`config.mk`:
```
export PLATFORM = sky130hd
export DESIGN_NAME = grapheme_lb_master_flat
export DESIGN_NICKNAME = d
export VERILOG_FILES = /design/src/rtl/grapheme_lb_pkg.sv /design/src/rtl/grapheme_lb_master_if.sv /design/src/rtl/grapheme_lb_master.sv /design/src/flat_wrapper.sv
export SDC_FILE = /design/constraint.sdc
export NUM_CORES = 1
export LEC_CHECK = 0
export BUFFER_PORTS_ARGS = -buffer_cell sky130_fd_sc_hd__buf_2
export CAP_MARGIN = 40
export CORE_ASPECT_RATIO = 0.8
export CORE_MARGIN = 2
export CORE_UTILIZATION = 52
export CTS_BUF_LIST = sky130_fd_sc_hd__clkbuf_4 sky130_fd_sc_hd__clkbuf_8
export CTS_CLUSTER_DIAMETER = 50
export CTS_CLUSTER_SIZE = 24
export DETAILED_ROUTE_END_ITERATION = 6
export PLACE_DENSITY = 0.95
export SLEW_MARGIN = 20
export SYNTH_ARGS = -nofsm -noshare
export SYNTH_HDL_FRONTEND = slang
export SYNTH_SLANG_ARGS = --single-unit
```
`constraint.sdc`:
```
create_clock -name clk -period 4.2 [get_ports clk]
set_input_delay 0.84 -clock clk [delete_from_list [all_inputs] [get_ports clk]]
set_output_delay 0.84 -clock clk [all_outputs]
set_load 0.005 [all_outputs]
```
`src/rtl/grapheme_lb_pkg.sv`:
```
`default_nettype none
// =============================================================================
// Module      : grapheme_lb_pkg
// Description : Shared types and constants for the grapheme local-bus master
//               and decoder.
// Revision    : 1.0 - initial release
// =============================================================================
package grapheme_lb_pkg;

    localparam int                     GRAPHEME_LB_DATA_W          = 32;
    localparam int                     GRAPHEME_LB_ADDR_W          = 4;
    localparam logic [GRAPHEME_LB_DATA_W-1:0] GRAPHEME_LB_DEFAULT_REG_VAL = 32'hdeadbabe;

    typedef enum logic [1:0] {
        ST_IDLE  = 2'd0,
        ST_ISSUE = 2'd1,
        ST_WAIT  = 2'd2,
        ST_RESP  = 2'd3
    } lb_mstr_state_t;

    typedef struct packed {
        logic                          rd;
        logic [GRAPHEME_LB_ADDR_W-1:0] addr;
        logic [GRAPHEME_LB_DATA_W-1:0] wdata;
    } lb_cmd_t;

endpackage : grapheme_lb_pkg
`default_nettype wire

```
`src/rtl/grapheme_lb_master_if.sv`:
```
`default_nettype none
// =============================================================================
// Module      : grapheme_lb_master_if
// Description : Command/response handshakes and local-bus signals of the
//               grapheme LB master; master = initiator view.
// Revision    : 1.0 - initial release
// =============================================================================
interface grapheme_lb_master_if
    import grapheme_lb_pkg::*;
#(
    parameter int LB_DATA_W = GRAPHEME_LB_DATA_W,
    parameter int LB_ADDR_W = GRAPHEME_LB_ADDR_W
);
    logic                 cmd_valid;
    logic                 cmd_ready;
    logic                 cmd_rd;
    logic [LB_ADDR_W-1:0] cmd_addr;
    logic [LB_DATA_W-1:0] cmd_wdata;

    logic                 rsp_valid;
    logic                 rsp_ready;
    logic [LB_DATA_W-1:0] rsp_rdata;
    logic                 rsp_err;

    logic                 lb_wr_en;
    logic                 lb_rd_en;
    logic [LB_ADDR_W-1:0] lb_addr;
    logic [LB_DATA_W-1:0] lb_wr_data;
    logic                 lb_wr_valid;
    logic                 lb_rd_valid;
    logic [LB_DATA_W-1:0] lb_rd_data;

    modport master (
        input  cmd_valid, cmd_rd, cmd_addr, cmd_wdata,
        output cmd_ready,
        output rsp_valid, rsp_rdata, rsp_err,
        input  rsp_ready,
        output lb_wr_en, lb_rd_en, lb_addr, lb_wr_data,
        input  lb_wr_valid, lb_rd_valid, lb_rd_data
    );

    modport slave (
        output cmd_valid, cmd_rd, cmd_addr, cmd_wdata,
        input  cmd_ready,
        input  rsp_valid, rsp_rdata, rsp_err,
        output rsp_ready,
        input  lb_wr_en, lb_rd_en, lb_addr, lb_wr_data,
        output lb_wr_valid, lb_rd_valid, lb_rd_data
    );

endinterface : grapheme_lb_master_if
`default_nettype wire

```
`src/rtl/grapheme_lb_master.sv`:
```
`default_nettype none
// =============================================================================
// Module      : grapheme_lb_master
// Description : Single-outstanding local-bus initiator: command handshake in,
//               one-cycle LB strobe out, acknowledge wait, response handshake.
//               Define GRAPHEME_LB_MASTER_TIMEOUT_EN to compile in the
//               acknowledge timeout.
// Revision    : 1.0 - initial release
// =============================================================================
module grapheme_lb_master
    import grapheme_lb_pkg::*;
#(
    parameter int                   LB_DATA_W       = GRAPHEME_LB_DATA_W,
    parameter int                   LB_ADDR_W       = GRAPHEME_LB_ADDR_W,
    parameter int                   TIMEOUT_CYCLES  = 16,
    parameter logic [LB_DATA_W-1:0] DEFAULT_REG_VAL = GRAPHEME_LB_DEFAULT_REG_VAL
) (
    input  wire logic             clk,
    input  wire logic             rst,
    grapheme_lb_master_if.master  bus
);

    lb_mstr_state_t       r_state;
    lb_cmd_t              r_cmd;
    logic                 r_cmd_ready;
    logic                 r_rsp_valid;
    logic [LB_DATA_W-1:0] r_rsp_rdata;
    logic                 r_wr_en;
    logic                 r_rd_en;
    logic                 w_ack;

    // Only the acknowledge matching the outstanding command type counts.
    assign w_ack = r_cmd.rd ? bus.lb_rd_valid : bus.lb_wr_valid;

`ifdef GRAPHEME_LB_MASTER_TIMEOUT_EN
    localparam int                   CNT_W        = $clog2(TIMEOUT_CYCLES + 1);
    localparam logic [CNT_W-1:0]     c_CNT_LAST   = CNT_W'(TIMEOUT_CYCLES - 1);
    logic [CNT_W-1:0]                r_wait_cnt;
    logic                            r_rsp_err;

    assign bus.rsp_err = r_rsp_err;
`else
    logic w_unused_cfg;

    assign w_unused_cfg = ^{DEFAULT_REG_VAL, TIMEOUT_CYCLES[0]};
    assign bus.rsp_err  = 1'b0;
`endif

    always_ff @(posedge clk) begin
        if (rst) begin
            r_state     <= ST_IDLE;
            r_cmd       <= '0;
            r_cmd_ready <= 1'b1;
            r_rsp_valid <= 1'b0;
            r_rsp_rdata <= '0;
            r_wr_en     <= 1'b0;
            r_rd_en     <= 1'b0;
`ifdef GRAPHEME_LB_MASTER_TIMEOUT_EN
            r_wait_cnt  <= '0;
            r_rsp_err   <= 1'b0;
`endif
        end else begin
            r_wr_en <= 1'b0;
            r_rd_en <= 1'b0;
            case (r_state)
                ST_IDLE: begin
                    // Strobe is registered here so it is visible exactly during ISSUE.
                    if (bus.cmd_valid) begin
                        r_cmd       <= '{rd: bus.cmd_rd, addr: bus.cmd_addr, wdata: bus.cmd_wdata};
                        r_wr_en     <= ~bus.cmd_rd;
                        r_rd_en     <= bus.cmd_rd;
                        r_cmd_ready <= 1'b0;
                        r_state     <= ST_ISSUE;
                    end
                end
                ST_ISSUE: begin
`ifdef GRAPHEME_LB_MASTER_TIMEOUT_EN
                    r_wait_cnt <= '0;
`endif
                    r_state <= ST_WAIT;
                end
                ST_WAIT: begin
                    if (w_ack) begin
                        r_rsp_valid <= 1'b1;
                        r_rsp_rdata <= r_cmd.rd ? bus.lb_rd_data : '0;
`ifdef GRAPHEME_LB_MASTER_TIMEOUT_EN
                        r_rsp_err   <= 1'b0;
`endif
                        r_state     <= ST_RESP;
                    end
`ifdef GRAPHEME_LB_MASTER_TIMEOUT_EN
                    // The last counted WAIT cycle still honours a matching ack.
                    else if (r_wait_cnt == c_CNT_LAST) begin
                        r_rsp_valid <= 1'b1;
                        r_rsp_rdata <= r_cmd.rd ? DEFAULT_REG_VAL : '0;
                        r_rsp_err   <= 1'b1;
                        r_state     <= ST_RESP;
                    end else begin
                        r_wait_cnt <= r_wait_cnt + 1'b1;
                    end
`endif
                end
                ST_RESP: begin
                    if (bus.rsp_ready) begin
                        r_rsp_valid <= 1'b0;
                        r_cmd_ready <= 1'b1;
                        r_state     <= ST_IDLE;
                    end
                end
                default: begin
                    r_state <= ST_IDLE;
                end
            endcase
        end
    end

    assign bus.cmd_ready  = r_cmd_ready;
    assign bus.rsp_valid  = r_rsp_valid;
    assign bus.rsp_rdata  = r_rsp_rdata;
    assign bus.lb_wr_en   = r_wr_en;
    assign bus.lb_rd_en   = r_rd_en;
    assign bus.lb_addr    = r_cmd.addr;
    assign bus.lb_wr_data = r_cmd.wdata;

endmodule : grapheme_lb_master
`default_nettype wire

```
`src/flat_wrapper.sv`:
```
// flat-port wrapper written by rule: the top's interface ports become plain ports
module grapheme_lb_master_flat import grapheme_lb_pkg::*;
#(
    parameter int                   LB_DATA_W       = GRAPHEME_LB_DATA_W,
    parameter int                   LB_ADDR_W       = GRAPHEME_LB_ADDR_W,
    parameter int                   TIMEOUT_CYCLES  = 16,
    parameter logic [LB_DATA_W-1:0] DEFAULT_REG_VAL = GRAPHEME_LB_DEFAULT_REG_VAL
)
  (clk, rst, bus_cmd_valid, bus_cmd_rd, bus_cmd_addr, bus_cmd_wdata, bus_cmd_ready, bus_rsp_valid, bus_rsp_rdata, bus_rsp_err, bus_rsp_ready, bus_lb_wr_en, bus_lb_rd_en, bus_lb_addr, bus_lb_wr_data, bus_lb_wr_valid, bus_lb_rd_valid, bus_lb_rd_data);
  grapheme_lb_master_if #(.LB_DATA_W(LB_DATA_W), .LB_ADDR_W(LB_ADDR_W)) bus_i ();
  input  wire logic clk;
  input  wire logic rst;
  input wire logic [$bits(bus_i.cmd_valid)-1:0] bus_cmd_valid;
  input wire logic [$bits(bus_i.cmd_rd)-1:0] bus_cmd_rd;
  input wire logic [$bits(bus_i.cmd_addr)-1:0] bus_cmd_addr;
  input wire logic [$bits(bus_i.cmd_wdata)-1:0] bus_cmd_wdata;
  output wire logic [$bits(bus_i.cmd_ready)-1:0] bus_cmd_ready;
  output wire logic [$bits(bus_i.rsp_valid)-1:0] bus_rsp_valid;
  output wire logic [$bits(bus_i.rsp_rdata)-1:0] bus_rsp_rdata;
  output wire logic [$bits(bus_i.rsp_err)-1:0] bus_rsp_err;
  input wire logic [$bits(bus_i.rsp_ready)-1:0] bus_rsp_ready;
  output wire logic [$bits(bus_i.lb_wr_en)-1:0] bus_lb_wr_en;
  output wire logic [$bits(bus_i.lb_rd_en)-1:0] bus_lb_rd_en;
  output wire logic [$bits(bus_i.lb_addr)-1:0] bus_lb_addr;
  output wire logic [$bits(bus_i.lb_wr_data)-1:0] bus_lb_wr_data;
  input wire logic [$bits(bus_i.lb_wr_valid)-1:0] bus_lb_wr_valid;
  input wire logic [$bits(bus_i.lb_rd_valid)-1:0] bus_lb_rd_valid;
  input wire logic [$bits(bus_i.lb_rd_data)-1:0] bus_lb_rd_data;
  assign bus_i.cmd_valid = bus_cmd_valid;
  assign bus_i.cmd_rd = bus_cmd_rd;
  assign bus_i.cmd_addr = bus_cmd_addr;
  assign bus_i.cmd_wdata = bus_cmd_wdata;
  assign bus_cmd_ready = bus_i.cmd_ready;
  assign bus_rsp_valid = bus_i.rsp_valid;
  assign bus_rsp_rdata = bus_i.rsp_rdata;
  assign bus_rsp_err = bus_i.rsp_err;
  assign bus_i.rsp_ready = bus_rsp_ready;
  assign bus_lb_wr_en = bus_i.lb_wr_en;
  assign bus_lb_rd_en = bus_i.lb_rd_en;
  assign bus_lb_addr = bus_i.lb_addr;
  assign bus_lb_wr_data = bus_i.lb_wr_data;
  assign bus_i.lb_wr_valid = bus_lb_wr_valid;
  assign bus_i.lb_rd_valid = bus_lb_rd_valid;
  assign bus_i.lb_rd_data = bus_lb_rd_data;
  grapheme_lb_master #(.LB_DATA_W(LB_DATA_W), .LB_ADDR_W(LB_ADDR_W), .TIMEOUT_CYCLES(TIMEOUT_CYCLES), .DEFAULT_REG_VAL(DEFAULT_REG_VAL)) u_core (.clk(clk), .rst(rst), .bus(bus_i));
endmodule
```
==> results of run 1 <==
[routing by layer]
layer	vias up	global-route usage	part of all wire
li1	1447	-	-
met1	1303	0.247	0.43
met2	147	0.393	0.47
met3	7	0.0892	0.095
met4	0	0.0589	0.0059
met5	-	0	0
[per-stage QoR]
step	util	hold WS [ns]
2_1_floorplan	-	0.437
3_3_place_gp	0.609	0.440
3_5_place_dp	0.610	0.443
4_1_cts	0.648	0.454
5_1_grt	0.648	0.477
6_report	0.648	0.451
[cell usage in the layout, fill, tap and decap left out]
cell	instances
nor2_1	1
and2_2	1
nand2b_1	4
clkbuf_8	9
nand2_1	75
nand4_1	32
inv_1	6
o21a_1	1
bufinv_16	3
a31oi_1	1
mux2i_1	1
o21ai_0	22
and3_1	1
buf_4	3
a222oi_1	1
clkinv_2	1
o21ai_1	11
dfxtp_1	75
a21oi_1	72
clkinv_4	1
conb_1	1
nand2_2	1
o21bai_1	1
ha_1	5
a21o_1	1
nor3b_1	1
nor3_1	1
buf_2	146
mux2i_4	1
[critical path, stage by stage]
cell,delay [ns]
buf_2,0.48
mux2i_4,0.40
a222oi_1,0.49
mux2i_1,0.22
[layout make-up]
| type | count | area share |
|---|---|---|
| clock buffer | 9 | 0.0325 |
| clock inverter | 5 | 0.0272 |
| inverter | 6 | 0.00591 |
| multi-input combinational | 235 | 0.316 |
| sequential | 75 | 0.394 |
| tap | 81 | 0.0266 |
| timing repair buffer | 149 | 0.198 |
[where the power goes]
group	internal [W]	switching (W)
combinational	0.000153	0.000283
clock	0.000388	0.000247
sequential	0.000787	0.0000400
total	0.00133	0.000570
[worst paths after layout]
kind         slack [ns]                 startpoint                         to  cells after the start
min                0.45  u_core.bus.lb_wr_data[28]  u_core.bus.lb_wr_data[28]                      2
max                2.02            bus_lb_rd_valid          u_core.r_state[1]                      4
max reg2reg        2.08          u_core.r_state[0]    u_core.bus.rsp_rdata[8]                      6
min reg2reg        0.45  u_core.bus.lb_wr_data[28]  u_core.bus.lb_wr_data[28]                      2
[sequential cells by signal, summed over array words and instances, names as in the netlist]
| register | flops |
|---|---|
| u_core.bus.lb_wr_en | 1 |
| u_core.bus.rsp_valid | 1 |
| u_core.bus.rsp_rdata | 32 |
| u_core.bus.cmd_ready | 1 |
| u_core.r_state | 2 |
| u_core.bus.lb_wr_data | 32 |
| u_core.r_cmd | 1 |
| u_core.bus.lb_addr | 4 |
| u_core.bus.lb_rd_en | 1 |
[kinds of logic (layout without fill, tap and decap cells)]
family          count (synthesis)  after routing
simple gates                  117            117
buf+inv                        77            169
flops                          75             75
fa+ha+maj                       5              5
other cells                     1              1
mux                             2              2
compound gates                110            110
==> impl_metrics.csv, run 1 <==
group,metric,value,unit
status,run_status,"finished, final reports clean",
yosys,synth_top_family_by_area,"compound AO/OA/AOI/OAI gates",
layout,final_area,0.00381,mm²
yosys,syn_avg_cell_area,8.13,µm²
yosys,syn_nets,467,
placement,preCtsSetupSlack,1.70,ns
timing,slew_at_the_pin_with_the_worst_max_slew_slack,0.882,ns
global_route,grt_max_degree,48,
yosys,synth.area.top_cells,"dfxtp_1 48%, a21oi_1 11%, buf_4 9.1%",
timing,grt_setup_unrepaired,"false",
clocking,tritoncts.num_buffers,9,
layout,register_area,0.00150,mm²
yosys,post_synthesis_compound_gate_area_fraction,0.179,
setup_path,critPathArrivalTime,2.45,ns
floorplanning,core-area,0.00588,mm²
layout,design.final.nets,556,
route,route.final.wire_length,7450,µm
clocking,cts_resized,0,
yosys,ffs_latches_synth,75,
yosys,ys_async_sr_fraction,0,
clocking,cts_num_sinks,75,
layout,insertedDiodeCount,0,
route,vias,2904,
route,drt_drc_violations_left,0,
placement,io_buffers,146,
floorplanning,boundary_pin_count,148,
floorplanning,floorplan.die.width,91.0,µm
timing,final-max-slew-violation-count,0,
floorplanning,die-area,0.00669,mm²
global_route,antenna_violations_before_repair,0,
layout,multi_input_area,0.00121,mm²
flow_run,maxCapViolations,0,
clocking,cts_tree,"done",
clocking,cts-root-buf,"clkbuf_8",
clocking,clock_latency,0.34,ns
setup_path,worst_setup_path_start_kind,"input port",
yosys,basic_gate_share_of_the_synthesized_area_counting_and_or_nand_and_nor_cells,0.171,
setup_path,worst_setup_path_end_kind,"register",
yosys,synthAdderAreaFrac,0.0199,
yosys,synth_sequential_area_ratio,0.477,
timing,maxSlewHeadroom,0.399,
yosys,syn_std_cell_area,0.00315,mm²
timing,final-setup-viol-count,0,
placement,globalplace.congestion,0.692,
timing,maxClockFrequency,458,MHz
placement,post_detailed_placement_cell_area,0.00358,mm²
layout,drive_above_1_share,0.347,
route,wl_per_cell,13.3,µm
placement,place.detailed.instances,546,
global_route,globalRouteOverflowTotal,0,
layout,instances_no_fill,560,
clocking,cts.clk_slew.worst_paths,0.08,ns
yosys,synth.cells.most_frequent,"76 x nand2_1, 75 x dfxtp_1, 72 x a21oi_1",
setup_path,worst-setup-path-type,"in -> reg",
yosys,synth_top_cell_by_area,"dfxtp_1",
power_and_ir_drop,ir_worst_vdd,0.000218,V
timing,final.period_utilization,0.520,
route,detailed_route_iter0_violations,92,
timing,setup_total_negative_slack,0,ns
global_route,grt_first_pass_wirelength,11900,µm
timing,setup_slack,2.02,ns
setup_path,crit_path_max_fanout,35,
yosys,synth.yosys.warnings,0,
floorplanning,num_rows,25,
layout,filler_cell_count,503,
power_and_ir_drop,total_power,0.00190,W
floorplanning,initial_standard_cell_utilization_of_the_core,0.535,
placement,post-dp-hpwl,5020,µm
setup_path,worst_ep_required_time,4.46,ns
yosys,synthDominantCellAreaShare,0.477,
timing,final_period_minus_worst_setup_slack,2.18,ns
clocking,clk_path_buf_depth,2,
clocking,cts_hold_buf,0,
power_and_ir_drop,leakage_dissipation,1.73,nW
floorplanning,fp.dieH,73.6,µm
yosys,synth_top_flop_cell,"dfxtp_1",
power_and_ir_drop,power_density,498,mW/mm²
yosys,synth.area.mux_share,0.0103,
yosys,syn-instance-count,387,
clocking,cts-htree-levels,3,
yosys,yosys.cell_count.top_type,"nand2_1",
layout,area_growth,21.2,%
yosys,post_synth_num_cell_types,27,
clocking,post_cts_buffers,0,
global_route,first_global_vias,2691,
yosys,yosys.area_share.xor_xnor,0,
route,ant_nets,0,
yosys,synth-edff-count,0,
route,dr.pass1.iters,4,
min_path,hold_class,"reg -> reg",
timing,report.final.hold_viol_count,0,
global_route,grtUsageTotal,0.220,
route,vias_per_cell,5.19,
timing,final.setup_skew,0.0111,ns
No activity file was read; power rests on OpenSTA's default activity.
==> run 2: changes to the inputs <==
--- a/config.mk
+++ b/config.mk
@@ -9,12 +9,12 @@
 export CAP_MARGIN = 40
 export CORE_ASPECT_RATIO = 0.8
 export CORE_MARGIN = 2
-export CORE_UTILIZATION = 52
+export CORE_UTILIZATION = 43
 export CTS_BUF_LIST = sky130_fd_sc_hd__clkbuf_4 sky130_fd_sc_hd__clkbuf_8
 export CTS_CLUSTER_DIAMETER = 50
 export CTS_CLUSTER_SIZE = 24
 export DETAILED_ROUTE_END_ITERATION = 6
-export PLACE_DENSITY = 0.95
+export PLACE_DENSITY = 0.87
 export SLEW_MARGIN = 20
 export SYNTH_ARGS = -nofsm -noshare
 export SYNTH_HDL_FRONTEND = slang
==> constraint.sdc (replaced) <==
create_clock -name clk -period 2 [get_ports clk]
set_input_delay 0.4 -clock clk [delete_from_list [all_inputs] [get_ports clk]]
set_output_delay 0.4 -clock clk [all_outputs]
set_load 0.005 [all_outputs]
==> impl_metrics.csv, run 2 (synthesis results as in run 1) <==
group,metric,value,unit
clocking,cts.clk_slew.worst_paths,0.08,ns
route,wl_per_cell,13.4,µm
placement,post_detailed_placement_cell_area,0.00367,mm²
setup_path,worst_setup_path_start_kind,"register",
power_and_ir_drop,cell_internal_pwr,0.00267,W
status,run_status,"finished, final reports clean",
timing,setup_slack,0.355,ns
setup_path,critPathLaunch,"u_core.r_state[0]",
power_and_ir_drop,net_switching_component_of_the_power,0.00124,W
floorplanning,fp.dieH,80.5,µm
clocking,cts_num_sinks,75,
layout,design.final.nets,567,
placement,io_buffers,146,
setup_path,critPathArrivalTime,1.92,ns
timing,grt_setup_unrepaired,"false",
floorplanning,boundary_pin_count,148,
clocking,clock_latency,0.34,ns
floorplanning,num_rows,27,
floorplanning,die-area,0.00802,mm²
placement,place.detailed.instances,563,
timing,final_period_minus_worst_setup_slack,1.65,ns
power_and_ir_drop,leakage_dissipation,1.77,nW
setup_path,cpPeakStageDelay,0.39,ns
layout,insertedDiodeCount,0,
timing,final-max-slew-violation-count,0,
placement,preCtsSetupSlack,0.375,ns
power_and_ir_drop,pwr-share-comb,0.253,
clocking,cts_tree,"done",
setup_path,crit_path_max_fanout,17,
global_route,grtUsageTotal,0.189,
layout,filler_cell_count,655,
timing,report.final.hold_viol_count,0,
setup_path,worstRegToRegCells,6,
route,dr.pass1.iters,5,
global_route,grt_max_degree,34,
setup_path,worst_setup_path_end_kind,"register",
route,ant_nets,0,
layout,layout.cells.most_common_list,"146 x buf_2, 76 x nand2_1, 75 x dfxtp_1",
layout,area_growth,23.2,%
layout,multi_input_area,0.00120,mm²
timing,hold_slack,0.251,ns
route,drt_drc_violations_left,0,
clocking,cts-htree-levels,3,
power_and_ir_drop,ir_worst_vdd,0.000433,V
setup_path,rr_endpoint,"u_core.bus.lb_wr_data[12]",
global_route,grt_first_pass_wirelength,12200,µm
power_and_ir_drop,power.share.switching,0.317,
placement,post-dp-hpwl,5550,µm
global_route,globalRouteOverflowTotal,0,
setup_path,crit_path_top_delay_cell,"and2_1",
floorplanning,initial_standard_cell_utilization_of_the_core,0.450,
route,vias,3009,
timing,maxClockFrequency,608,MHz
power_and_ir_drop,power.share.clock,0.302,
clocking,tritoncts.num_buffers,9,
clocking,cts_hold_buf,0,
global_route,first_global_vias,2716,
min_path,hold_class,"in -> reg",
setup_path,worst_ep_required_time,2.27,ns
route,vias_per_cell,5.20,
setup_path,crit_path_cell_trace,"inv_1 -> ha_1 -> and2_1 -> buf_4 -> nand2_1 -> a21oi_1",
power_and_ir_drop,seq_power_share,0.445,
flow_run,maxCapViolations,0,
global_route,antenna_violations_before_repair,0,
layout,register_area,0.00150,mm²
floorplanning,core-area,0.00699,mm²
timing,final-setup-viol-count,0,
clocking,cts-root-buf,"clkbuf_8",
clocking,cts_resized,0,
floorplanning,floorplan.die.width,99.6,µm
layout,drive_above_1_share,0.360,
route,route.final.wire_length,7750,µm
layout,instances_no_fill,579,
route,detailed_route_iter0_violations,108,
setup_path,slack_of_the_worst_reg_to_reg_path,0.35,ns
clocking,clk_path_buf_depth,2,
power_and_ir_drop,power_density,1010,mW/mm²
timing,final.setup_skew,0.0102,ns
placement,globalplace.congestion,0.769,
setup_path,r2r-start,"u_core.r_state[0]",
timing,final.period_utilization,0.823,
setup_path,worst-setup-path-type,"reg -> reg",
layout,final_area,0.00387,mm²
timing,setup_total_negative_slack,0,ns
setup_path,cp-endpoint,"u_core.bus.lb_wr_data[12]",
layout,layout.cells.most_common,"buf_2",
clocking,post_cts_buffers,0,
-- run 2: changes by cell type in the layout (fill, tap and decap cells not counted), sizes merged --
cell / change
bufinv: -2
clkbuf: +3
buf: +11
clkinvlp: +2
clkinv: -1
-- run 2: metal layers --
| layer | track usage | up-vias | part of all wire |
|---|---|---|---|
| met5 | 0 | - | 0 |
| met4 | 0.0479 | 0 | 0.0057 |
| met3 | 0.0792 | 5 | 0.091 |
| met2 | 0.318 | 121 | 0.47 |
| met1 | 0.224 | 1408 | 0.44 |
| li1 | - | 1475 | - |
-- run 2: stage by stage --
step	power, W	util
floorplan	0.00252	-
global placement	0.00272	0.525
detailed placement	0.00276	0.525
CTS	0.00394	0.554
global route	0.00413	0.554
finish	0.00390	0.554
-- run 2: layout make-up --
type	count	area share
well taps	87	0.0281
inverters	6	0.00581
clock buffers	12	0.0394
multi-input cells	235	0.310
clock inverters	4	0.0129
flip-flops and latches	75	0.388
repair buffers	160	0.216
-- run 2: worst min-delay path by stage --
| stage | startpoint | slack (ns) | depth (start not counted) | endpoint |
|---|---|---|---|---|
| after floorplan | u_core.bus.lb_addr[0] | 0.44 | 2 | u_core.bus.lb_addr[0] |
| after global placement | u_core.bus.lb_wr_data[14] | 0.44 | 2 | u_core.bus.lb_wr_data[14] |
| after detailed placement | u_core.bus.lb_wr_data[26] | 0.44 | 2 | u_core.bus.lb_wr_data[26] |
| after CTS | bus_cmd_rd | 0.23 | 2 | u_core.bus.lb_wr_en |
| after global routing | bus_cmd_rd | 0.24 | 2 | u_core.bus.lb_wr_en |
| final | bus_cmd_rd | 0.25 | 2 | u_core.bus.lb_wr_en |
-- run 2: power groups by stage --
stage               Combinational, W  Clock [W]  Sequential (W)
floorplan                   0.000769          0         0.00175
finish                      0.000988    0.00118         0.00174
global route                 0.00111    0.00127         0.00175
detailed placement          0.000985          0         0.00177
global placement            0.000957          0         0.00176
CTS                         0.000990    0.00121         0.00174
-- run 2: critical path: cells and delay by family (launching register included) --
kind	cells	cell delay [ns]
and+or+nand+nor	2	0.48
buffers and inverters	2	0.42
DFF	1	0.32
adders and majority gates	1	0.23
AOI/OAI and AO/OA	1	0.13
==> run 3: changes to the inputs <==
==> constraint.sdc (replaced) <==
create_clock -name clk -period 1.38 [get_ports clk]
set_input_delay 0.276 -clock clk [delete_from_list [all_inputs] [get_ports clk]]
set_output_delay 0.276 -clock clk [all_outputs]
set_load 0.005 [all_outputs]
==> impl_metrics.csv, run 3 (synthesis results as in run 1) <==
group,metric,value,unit
status,run_status,"finished, final reports clean",
floorplanning,initial_standard_cell_utilization_of_the_core,0.450,
global_route,first_global_vias,2787,
floorplanning,die-area,0.00802,mm²
placement,post_detailed_placement_cell_area,0.00372,mm²
floorplanning,core-area,0.00699,mm²
clocking,cts-htree-levels,3,
power_and_ir_drop,ir_worst_vdd,0.000718,V
setup_path,r2r-start,"u_core.r_state[0]",
global_route,grt_max_degree,49,
timing,final_period_minus_worst_setup_slack,1.33,ns
clocking,tritoncts.num_buffers,9,
clocking,cts_tree,"done",
placement,preCtsSetupSlack,-0.0477,ns
layout,instances_no_fill,581,
timing,final.period_utilization,0.965,
floorplanning,boundary_pin_count,148,
route,drt_drc_violations_left,0,
timing,setup_slack,0.0481,ns
timing,maxClockFrequency,751,MHz
layout,area_growth,27.0,%
floorplanning,fp.dieH,80.5,µm
route,vias,2997,
timing,report.final.hold_viol_count,0,
clocking,clock_latency,0.34,ns
setup_path,slack_of_the_worst_reg_to_reg_path,0.05,ns
timing,final-max-slew-violation-count,0,
placement,globalplace.congestion,0.739,
layout,layout.cells.most_common,"buf_2",
floorplanning,num_rows,27,
timing,final.setup_skew,0.00436,ns
min_path,hold_path_startpoint,"bus_cmd_rd",
route,dr.pass1.iters,5,
timing,final-setup-viol-count,0,
setup_path,critPathLaunch,"u_core.r_state[0]",
layout,design.final.nets,569,
flow_run,maxCapViolations,0,
power_and_ir_drop,seq_power_share,0.431,
setup_path,crit_path_max_fanout,2,
timing,grt_setup_unrepaired,"true",
setup_path,worst_ep_required_time,1.65,ns
clocking,cts_num_sinks,75,
min_path,hold_class,"in -> reg",
placement,io_buffers,146,
layout,finish.utilization,0.571,
setup_path,critPathArrivalTime,1.60,ns
layout,final_area,0.00400,mm²
power_and_ir_drop,pwr-share-comb,0.283,
global_route,globalRouteOverflowTotal,0,
clocking,cts-root-buf,"clkbuf_8",
layout,insertedDiodeCount,0,
route,ant_nets,0,
floorplanning,floorplan.die.width,99.6,µm
global_route,grt_first_pass_wirelength,12400,µm
route,route.final.wire_length,7910,µm
clocking,clk_path_buf_depth,2,
placement,place.detailed.instances,563,
layout,layout.cells.most_common_list,"146 x buf_2, 75 x nand2_1, 72 x a21oi_1, 72 x dfxtp_1, 32 x nand4_1",
placement,post-dp-hpwl,5390,µm
setup_path,worst_setup_path_start_kind,"register",
setup_path,worst_setup_path_end_kind,"register",
power_and_ir_drop,cell_internal_pwr,0.00401,W
power_and_ir_drop,power.share.switching,0.320,
clocking,cts.clk_slew.worst_paths,0.08,ns
power_and_ir_drop,power_density,1470,mW/mm²
global_route,antenna_violations_before_repair,0,
setup_path,worst-setup-path-type,"reg -> reg",
layout,drive_above_1_share,0.383,
route,wl_per_cell,13.6,µm
route,vias_per_cell,5.16,
power_and_ir_drop,net_switching_component_of_the_power,0.00189,W
route,detailed_route_iter0_violations,160,
power_and_ir_drop,power.share.clock,0.286,
global_route,grtUsageTotal,0.192,
power_and_ir_drop,leakage_dissipation,1.79,nW
run 3: changes by cell type in the layout (fill, tap and decap cells not counted), sizes merged:
cell      change
buf           +2
clkinvlp      +2
clkbuf        -2
run 3: final cells by class:
class	instances	area [µm²]
Clock buffer	10	138
Tap cell	87	109
Inverter	6	22.5
Clock inverter	6	65.1
Timing Repair Buffer	162	927
Fill cell	637	3000
Multi-Input combinational cell	235	1230
Sequential cell	75	1510
run 3: metrics by stage:
| step | total power, W | hold WS, ns | TNS, ns |
|---|---|---|---|
| final | 0.00589 | 0.138 | 0 |
| after global routing | 0.00625 | 0.135 | 0 |
| after CTS | 0.00583 | 0.119 | -0.00699 |
| after detailed placement | 0.00411 | 0.445 | -0.0477 |
| after global placement | 0.00404 | 0.438 | 0 |
| after floorplan | 0.00366 | 0.355 | 0 |
run 3: power groups by stage:
stage          Combinational [W]  Clock [W]  Sequential [W]
6_report                 0.00167    0.00169         0.00254
5_1_grt                  0.00185    0.00184         0.00256
4_1_cts                  0.00156    0.00175         0.00252
3_5_place_dp             0.00154          0         0.00257
3_3_place_gp             0.00149          0         0.00255
2_1_floorplan            0.00112          0         0.00254
run 3: path summary, 6_finish.rpt:
path	endpoint	depth (start not counted)
max	u_core.r_state[1]	5
min	u_core.bus.lb_wr_en	2
max reg2reg	u_core.r_state[1]	5
min reg2reg	u_core.bus.lb_addr[1]	2
run 3: timing repair:
item / 4_1_cts / 5_1_grt
hold buffers: 0 / 0
endpoints found under the hold margin: 0 / 0
gates resized for setup: 2 / 18
buffers inserted: 1 / 1
pin swaps: 1 / 1
setup endpoints to repair: 2 / 72
run 3: worst max-delay path, cell delays in order, from the launching register on:
cell and delay (ns):
dfxtp_2 0.33, buf_6 0.11, ha_4 0.15, a222oi_1 0.31
buf_4 0.18, mux2i_1 0.17
run 3: per-layer routing:
layer	vias up	routed length (µm)	part of all wire	global-route usage
li1	1477	-	-	-
met1	1371	3290	0.42	0.222
met2	139	3780	0.48	0.332
met3	10	757	0.096	0.0696
met4	0	82	0.010	0.0603
met5	-	0	0	0
